### config.mk
export PLATFORM = sky130hd
export DESIGN_NAME = dds_rate_divider_flat
export DESIGN_NICKNAME = d
export VERILOG_FILES = /design/src/rtl/dds_rate_divider_if.sv /design/src/rtl/dds_rate_divider.sv /design/src/flat_wrapper.sv
export SDC_FILE = /design/constraint.sdc
export NUM_CORES = 1
export LEC_CHECK = 0
export CELL_PAD_IN_SITES_DETAIL_PLACEMENT = 0
export CELL_PAD_IN_SITES_GLOBAL_PLACEMENT = 1
export CORE_MARGIN = 2
export CORE_UTILIZATION = 35
export CTS_CLUSTER_DIAMETER = 40
export DETAILED_ROUTE_END_ITERATION = 16
export PLACE_DENSITY_LB_ADDON = 0.1
export SLEW_MARGIN = 5
export SYNTH_ARGS = -nofsm -noshare
export SYNTH_HDL_FRONTEND = slang
export SYNTH_SLANG_ARGS = --single-unit
### constraint.sdc
create_clock -name clk -period 3.7 [get_ports clk]
set_input_delay 0.555 -clock clk [delete_from_list [all_inputs] [get_ports clk]]
set_output_delay 0.555 -clock clk [all_outputs]
set_load 0.02 [all_outputs]
### src/rtl/dds_rate_divider_if.sv
// Control and status bundle of the DDS rate divider: divisor selection,
// enables and the tick / square / status outputs.
interface dds_rate_divider_if #(
    parameter int WIDTH = 9
) ();
    logic             init;
    logic             en;
    logic             select;
    logic [WIDTH-1:0] div_a;
    logic [WIDTH-1:0] div_b;
    logic             mode;
    logic             tick;
    logic             dds_clk;
    logic             pending;
    logic [WIDTH-1:0] cur_div;
    logic [WIDTH-1:0] count;

    modport master (
        output init, en, select, div_a, div_b, mode,
        input  tick, dds_clk, pending, cur_div, count
    );

    modport slave (
        input  init, en, select, div_a, div_b, mode,
        output tick, dds_clk, pending, cur_div, count
    );
endinterface

### src/rtl/dds_rate_divider.sv
// Programmable clock-enable generator: divides clk by N(cur_div), producing a
// one-cycle tick or a 50% square, with ratio changes taken at terminal count.
module dds_rate_divider #(
    parameter int WIDTH = 9
) (
    input  logic                clk,
    input  logic                reset,
    dds_rate_divider_if.slave   bus
);
    localparam logic [WIDTH-1:0] ZERO_W = {WIDTH{1'b0}};
    localparam logic [WIDTH-1:0] ONE_W  = {{(WIDTH-1){1'b0}}, 1'b1};

    logic [WIDTH-1:0] count_r;
    logic [WIDTH-1:0] cur_div_r;
    logic             tick_r;
    logic             sq_r;
    logic [WIDTH-1:0] sel_div_s;
    logic [WIDTH-1:0] reload_s;

    // A zero divisor behaves as divide-by-one
    function automatic logic [WIDTH-1:0] eff_div(input logic [WIDTH-1:0] x);
        logic [WIDTH-1:0] r;
        if (x == ZERO_W) begin
            r = ONE_W;
        end else begin
            r = x;
        end
        return r;
    endfunction

    // Selected divisor and the reload value it implies
    always_comb begin
        sel_div_s = ZERO_W;
        reload_s  = ZERO_W;
        if (bus.select) begin
            sel_div_s = bus.div_b;
        end else begin
            sel_div_s = bus.div_a;
        end
        reload_s = eff_div(sel_div_s) - ONE_W;
    end

    // Down-counter, ratio load at terminal count, tick pulse and square toggle
    always_ff @(posedge clk) begin
        if (reset) begin
            count_r   <= ZERO_W;
            cur_div_r <= ZERO_W;
            tick_r    <= 1'b0;
            sq_r      <= 1'b0;
        end else if (bus.init) begin
            cur_div_r <= sel_div_s;
            count_r   <= reload_s;
            tick_r    <= 1'b0;
            sq_r      <= 1'b0;
        end else if (bus.en) begin
            if (count_r == ZERO_W) begin
                tick_r    <= 1'b1;
                sq_r      <= ~sq_r;
                cur_div_r <= sel_div_s;
                count_r   <= reload_s;
            end else begin
                count_r   <= count_r - ONE_W;
                tick_r    <= 1'b0;
            end
        end else begin
            tick_r <= 1'b0;
        end
    end

    // sq toggles in both modes, so switching mode needs no resynchronisation
    assign bus.tick    = tick_r;
    assign bus.dds_clk = bus.mode ? sq_r : tick_r;
    assign bus.pending = (sel_div_s != cur_div_r);
    assign bus.cur_div = cur_div_r;
    assign bus.count   = count_r;
endmodule
### src/flat_wrapper.sv
// flat-port wrapper written by rule: the top's interface ports become plain ports
module dds_rate_divider_flat 
#(
    parameter int WIDTH = 9
)
  (clk, reset, bus_init, bus_en, bus_select, bus_div_a, bus_div_b, bus_mode, bus_tick, bus_dds_clk, bus_pending, bus_cur_div, bus_count);
  dds_rate_divider_if #(.WIDTH(WIDTH)) bus_i ();
  input  logic clk;
  input  logic reset;
  input wire logic [$bits(bus_i.init)-1:0] bus_init;
  input wire logic [$bits(bus_i.en)-1:0] bus_en;
  input wire logic [$bits(bus_i.select)-1:0] bus_select;
  input wire logic [$bits(bus_i.div_a)-1:0] bus_div_a;
  input wire logic [$bits(bus_i.div_b)-1:0] bus_div_b;
  input wire logic [$bits(bus_i.mode)-1:0] bus_mode;
  output wire logic [$bits(bus_i.tick)-1:0] bus_tick;
  output wire logic [$bits(bus_i.dds_clk)-1:0] bus_dds_clk;
  output wire logic [$bits(bus_i.pending)-1:0] bus_pending;
  output wire logic [$bits(bus_i.cur_div)-1:0] bus_cur_div;
  output wire logic [$bits(bus_i.count)-1:0] bus_count;
  assign bus_i.init = bus_init;
  assign bus_i.en = bus_en;
  assign bus_i.select = bus_select;
  assign bus_i.div_a = bus_div_a;
  assign bus_i.div_b = bus_div_b;
  assign bus_i.mode = bus_mode;
  assign bus_tick = bus_i.tick;
  assign bus_dds_clk = bus_i.dds_clk;
  assign bus_pending = bus_i.pending;
  assign bus_cur_div = bus_i.cur_div;
  assign bus_count = bus_i.count;
  dds_rate_divider #(.WIDTH(WIDTH)) u_core (.clk(clk), .reset(reset), .bus(bus_i));
endmodule
# Word level (Yosys, flattened, before mapping)
# Cells that the tools add are included.
[totals] register_bits=20 out_inout_bits=21
[classes] add_sub_neg=2 n_eq_ne=1 mux=10 n_bitwise=2 n_reduce_logical=8
[ops] op="$mux W9" n=8
[ops] op="$logic_not A9 Y1" n=2
[ops] op="$sub A9 B1 Y9 const B" n=2
[ops] op="$ne A9 B9 Y1" n=1
[ops] op="$reduce_and A2 Y1" n=2
[ops] op="$reduce_bool A2 Y1" n=2
[ops] op="$reduce_or A3 Y1" n=1
[ops] op="$mux W1" n=2
[ops] op="$not A1 Y1" n=2
[ops] op="$reduce_or A2 Y1" n=1

# Longest topological paths before layout
[logic_depth] word_depth=7 mapped_depth=11 mapped_depth_nobuf=10

# Worst setup path before layout
# OpenSTA, ideal clock, no wires.
[synth_timing] kind="input to register" startpoint="input port bus_select" endpoint="register u_core.count_r[2] (netlist: u_core.bus.count[2])" setup_time_ps=58 t_arrival_ps=2459 required_ps=3642 slack_ps=1183 cell_stages=10 path_cell_list="or3_1 a22o_1 or2_0 o21ai_1 inv_1 ha_1 xnor2_1 inv_1 a221oi_1 o21a_1"
[synth_via] elab_chain_cells=7
[synth_lines] item="start, declared" line_no="flat_wrapper.sv:12" text="input wire logic [$bits(bus_i.select)-1:0] bus_select;"
[synth_lines] item="$mux W9 *" line_no="dds_rate_divider.sv:35" text="if (bus.select) begin"
[synth_lines] item="$logic_not A9 Y1" line_no="dds_rate_divider.sv:23" text="if (x == ZERO_W) begin"
[synth_lines] item="$mux W9 *" line_no="dds_rate_divider.sv:23"
[synth_lines] item="$sub A9 B1 Y9 *" line_no="dds_rate_divider.sv:40" text="reload_s = eff_div(sel_div_s) - ONE_W;"
[synth_lines] item="$mux W9" line_no="dds_rate_divider.sv:56" text="if (count_r == ZERO_W) begin"
[synth_lines] item="$mux W9" line_no="dds_rate_divider.sv:55" text="end else if (bus.en) begin"
[synth_lines] item="$mux W9 *" line_no="dds_rate_divider.sv:50" text="end else if (bus.init) begin"
[synth_lines] item="end signal, assigned" line_no="dds_rate_divider.sv:52" text="count_r <= reload_s;"
[synth_lines] item="end signal, assigned" line_no="dds_rate_divider.sv:60" text="count_r <= reload_s;"
[synth_lines] item="end signal, assigned" line_no="dds_rate_divider.sv:62" text="count_r <= count_r - ONE_W;"
[synth_lines] item="end, declared" line_no="dds_rate_divider.sv:13" text="logic [WIDTH-1:0] count_r;"
# Mark *: on every way between the ends. The rest lies on a longest branch, timed or not. The select of a mux whose other input is x is not followed.
# A chain may end at the register's enable or synchronous reset.

# Final worst setup path
[layout_timing] startpoint="input port bus_select" endpoint="output port bus_pending"
[layout_via] elab_chain_cells=2
[layout_lines] item="$mux W9" line_no="dds_rate_divider.sv:35"
[layout_lines] item="$ne A9 B9 Y1" line_no="dds_rate_divider.sv:73" text="assign bus.pending = (sel_div_s != cur_div_r);"
[layout_lines] item="end, declared" line_no="flat_wrapper.sv:18" text="output wire logic [$bits(bus_i.pending)-1:0] bus_pending;"
# Every way passes these cells.

==> metrics.yaml <==
sta:
  fmax_mhz: 295
  grt_setup_unrepaired: "false"
  slew_viol_final: 0
  final.min_clock_period_ps: 3390
  setup_viol: 0
  slew_headroom_pct: 53.4
  fin_crit_sh_pct: 91.6
  hold_viol_final: 0
  tns_ps: 0
  clock_skew_ps: 8.69
  tightest_slew_ps: 699
grt:
  grtUsageTotal_pct: 18.5
  grt_pass1_wl_um: 6230
  grt_antenna_before_repair: 0
  grt_pass1_vias: 1367
  global_route.usage.met2_pct: 34.6
  grt_overflow: 0
  grt_max_degree: 23
  gr-usage-met3_pct: 3.58
  met1_usage_pct: 20.9
  grt_busiest_layer: "met2"
final_layout:
  mostFrequentLayoutCells: "clkdlybuf4s50_1 (44), nor2_1 (23), dfxtp_1 (20)"
  final_nets: 241
  layout_commonest_cell: "clkdlybuf4s50_1"
  area_delta_synth_final_pct: 44.9
  drive_above_1_share_pct: 7.01
  fillCellCount: 369
  diodes: 0
  post-route-util_pct: 53.0
clocking:
  holdBufCountCts: 0
  cts_buffers: 3
  path_clk_slew_ps: 80
  cts_resized: 0
  clockBufferDepth: 2
  cts_tree: "built"
  cts_setup_buffers: 0
  cts.sinks: 20
  htree_num_levels: 1
  clock_latency_ps: 260
  root_buffer: "clkbuf_8"
power:
  leakagePower_nw: 0.748
  power.density_nw_per_um2: 381
  peakVddDrop_uv: 169
yosys:
  synth_edf_count: 0
  yosysTopAreaCellShare_pct: 29.7
  syn_nets: 190
  synth-warning-count: 0
  ys_types: 41
  yosysTopAreaCell: "dfxtp_1"
  synth-seq-cells: 20
  synth_ff_type: "dfxtp_1"
  yosysSeqAreaShare_pct: 29.7
  ys_top_cells_by_area: "dfxtp_1 (30%), mux2i_1 (7.4%), xnor2_1 (7.1%)"
  synthCells: 164
  synth_async_sr_flop_share_pct: 0
  netlist_area_um2: 1350
  synth_area_per_cell_um2: 8.22
run_status:
  status: "finished clean"
drt:
  drcViolationCount: 0
  vias: 1353
  wl_per_cell_um: 14.0
  dr.pass1.iters: 4
  drt_wl_total_um: 3660
  vias_per_cell: 5.16
  antenna_left: 0
  drt_iter0_drc: 39
worst_setup_path:
  crit_arrival_ps: 2830
  start_kind: "input port"
  worst-path-max-fanout: 15
  cp.required_ps: 3140
  critPathSlowestCell: "clkdlybuf4s50_1"
  ff2ff_path_depth: 4
  crit_cells: 8
  crit_type: "input port to primary output"
  cpPeakStageDelay_ps: 610
  crit_chain: "clkdlybuf4s50_1 > buf_4 > mux2i_1 > buf_4 > xnor2_1 > nor4_1 > nand4_1 > clkdlybuf4s50_1"
  cp_num_buf_inv: 4
  cpLargestDelayFamily: "buffers and inverters"
  end_kind: "primary output"
placed_design:
  dpl.hpwl_um: 2990
  port_buffers: 44
  gp_congestion: 0.794
die:
  die_width_um: 66.1
  num_rows: 22
  dieArea_um2: 4360
  io_pins: 45
  start_util_pct: 36.5
  core_um2: 3690
  die_height_um: 66.1
run:
  drv_cap: 0
worst_hold_path:
  whs_path_depth: 2
  hold_class: "flip-flop to flip-flop"
-- where the power goes --
part / internal (mW) / total (mW) / leakage (nW) / switching [mW]
sequential: 0.238 / 0.266 / 0.166 / 0.0278
clock: 0.144 / 0.217 / 0.0357 / 0.0723
combinational: 0.132 / 0.262 / 0.547 / 0.130
-- sequential cells by signal, summed over array words and instances (netlist names) --
register and count:
u_core.bus.tick 1, u_core.bus.count 9, u_core.bus.cur_div 9, u_core.sq_r 1
-- per-stage QoR --
stage	std cells	area [µm²]	hold slack [ps]	power, mW	worst slack, ps
2_1_floorplan	164	1350	474	0.422	1180
6_report	262	1950	526	0.744	312
4_1_cts	262	1950	533	0.756	301
3_3_place_gp	258	1880	491	0.530	340
5_1_grt	262	1950	550	0.792	94.0
3_5_place_dp	258	1880	515	0.534	261
-- worst paths after layout --
kind | start | slack [ps] | end
max | bus_select | 310 | bus_pending
min | u_core.bus.count[8]$_SDFFE_PP0P_ | 530 | u_core.bus.count[8]$_SDFFE_PP0P_
max reg2reg | u_core.bus.count[6]$_SDFFE_PP0P_ | 1680 | u_core.bus.count[0]$_SDFFE_PP0P_
min reg2reg | u_core.bus.count[8]$_SDFFE_PP0P_ | 530 | u_core.bus.count[8]$_SDFFE_PP0P_
-- cells in the mapped netlist, types with 2 or more instances --
cell	instances
nor3b_1	3
nand2_1	3
or3b_1	3
buf_2	3
nor2_1	23
xor2_1	9
o21ai_0	4
a21oi_1	7
nor4_1	2
dfxtp_1	20
mux2i_1	10
o22ai_1	4
a211oi_1	11
inv_1	5
o21ai_1	2
or3_1	3
xnor2_1	11
ha_1	2
clkbuf_1	3
nand3_1	3
nor2b_1	2
nor3_1	12
-- logic make-up (layout without fill, tap and decap cells) --
logic type / after synthesis / count (layout) / synth area share, %
and+or+nand+nor: 63 / 63 / 25.3
buffers and inverters: 12 / 62 / 3.90
DFF: 20 / 20 / 29.7
AOI/OAI and AO/OA: 36 / 36 / 17.9
xor gates and xnor gates: 20 / 20 / 13.0
adders and majority gates: 2 / 2 / 1.86
muxes: 11 / 11 / 8.26
-- layout make-up --
| class | instances | area (µm²) | area share (%) |
|---|---|---|---|
| inverters | 5 | 18.8 | 0.961 |
| multi-input cells | 132 | 895 | 45.8 |
| flip-flops and latches | 20 | 400 | 20.5 |
| clock buffers | 3 | 41.3 | 2.11 |
| clock inverters | 1 | 30.0 | 1.54 |
| repair buffers | 53 | 508 | 26.0 |
| well taps | 48 | 60.1 | 3.07 |
-- tightest hold or removal path, cell delays in order (launching register included) --
cell and delay, ps:
dfxtp_1 330, o311ai_0 80, o21ai_0 70
-- layer usage --
metal	routed length, µm	vias to the layer above
met2	1880	31
met1	1550	615
met4	76	0
met5	0	-
li1	-	701
met3	149	6
Power figures use the tool's default switching activity.
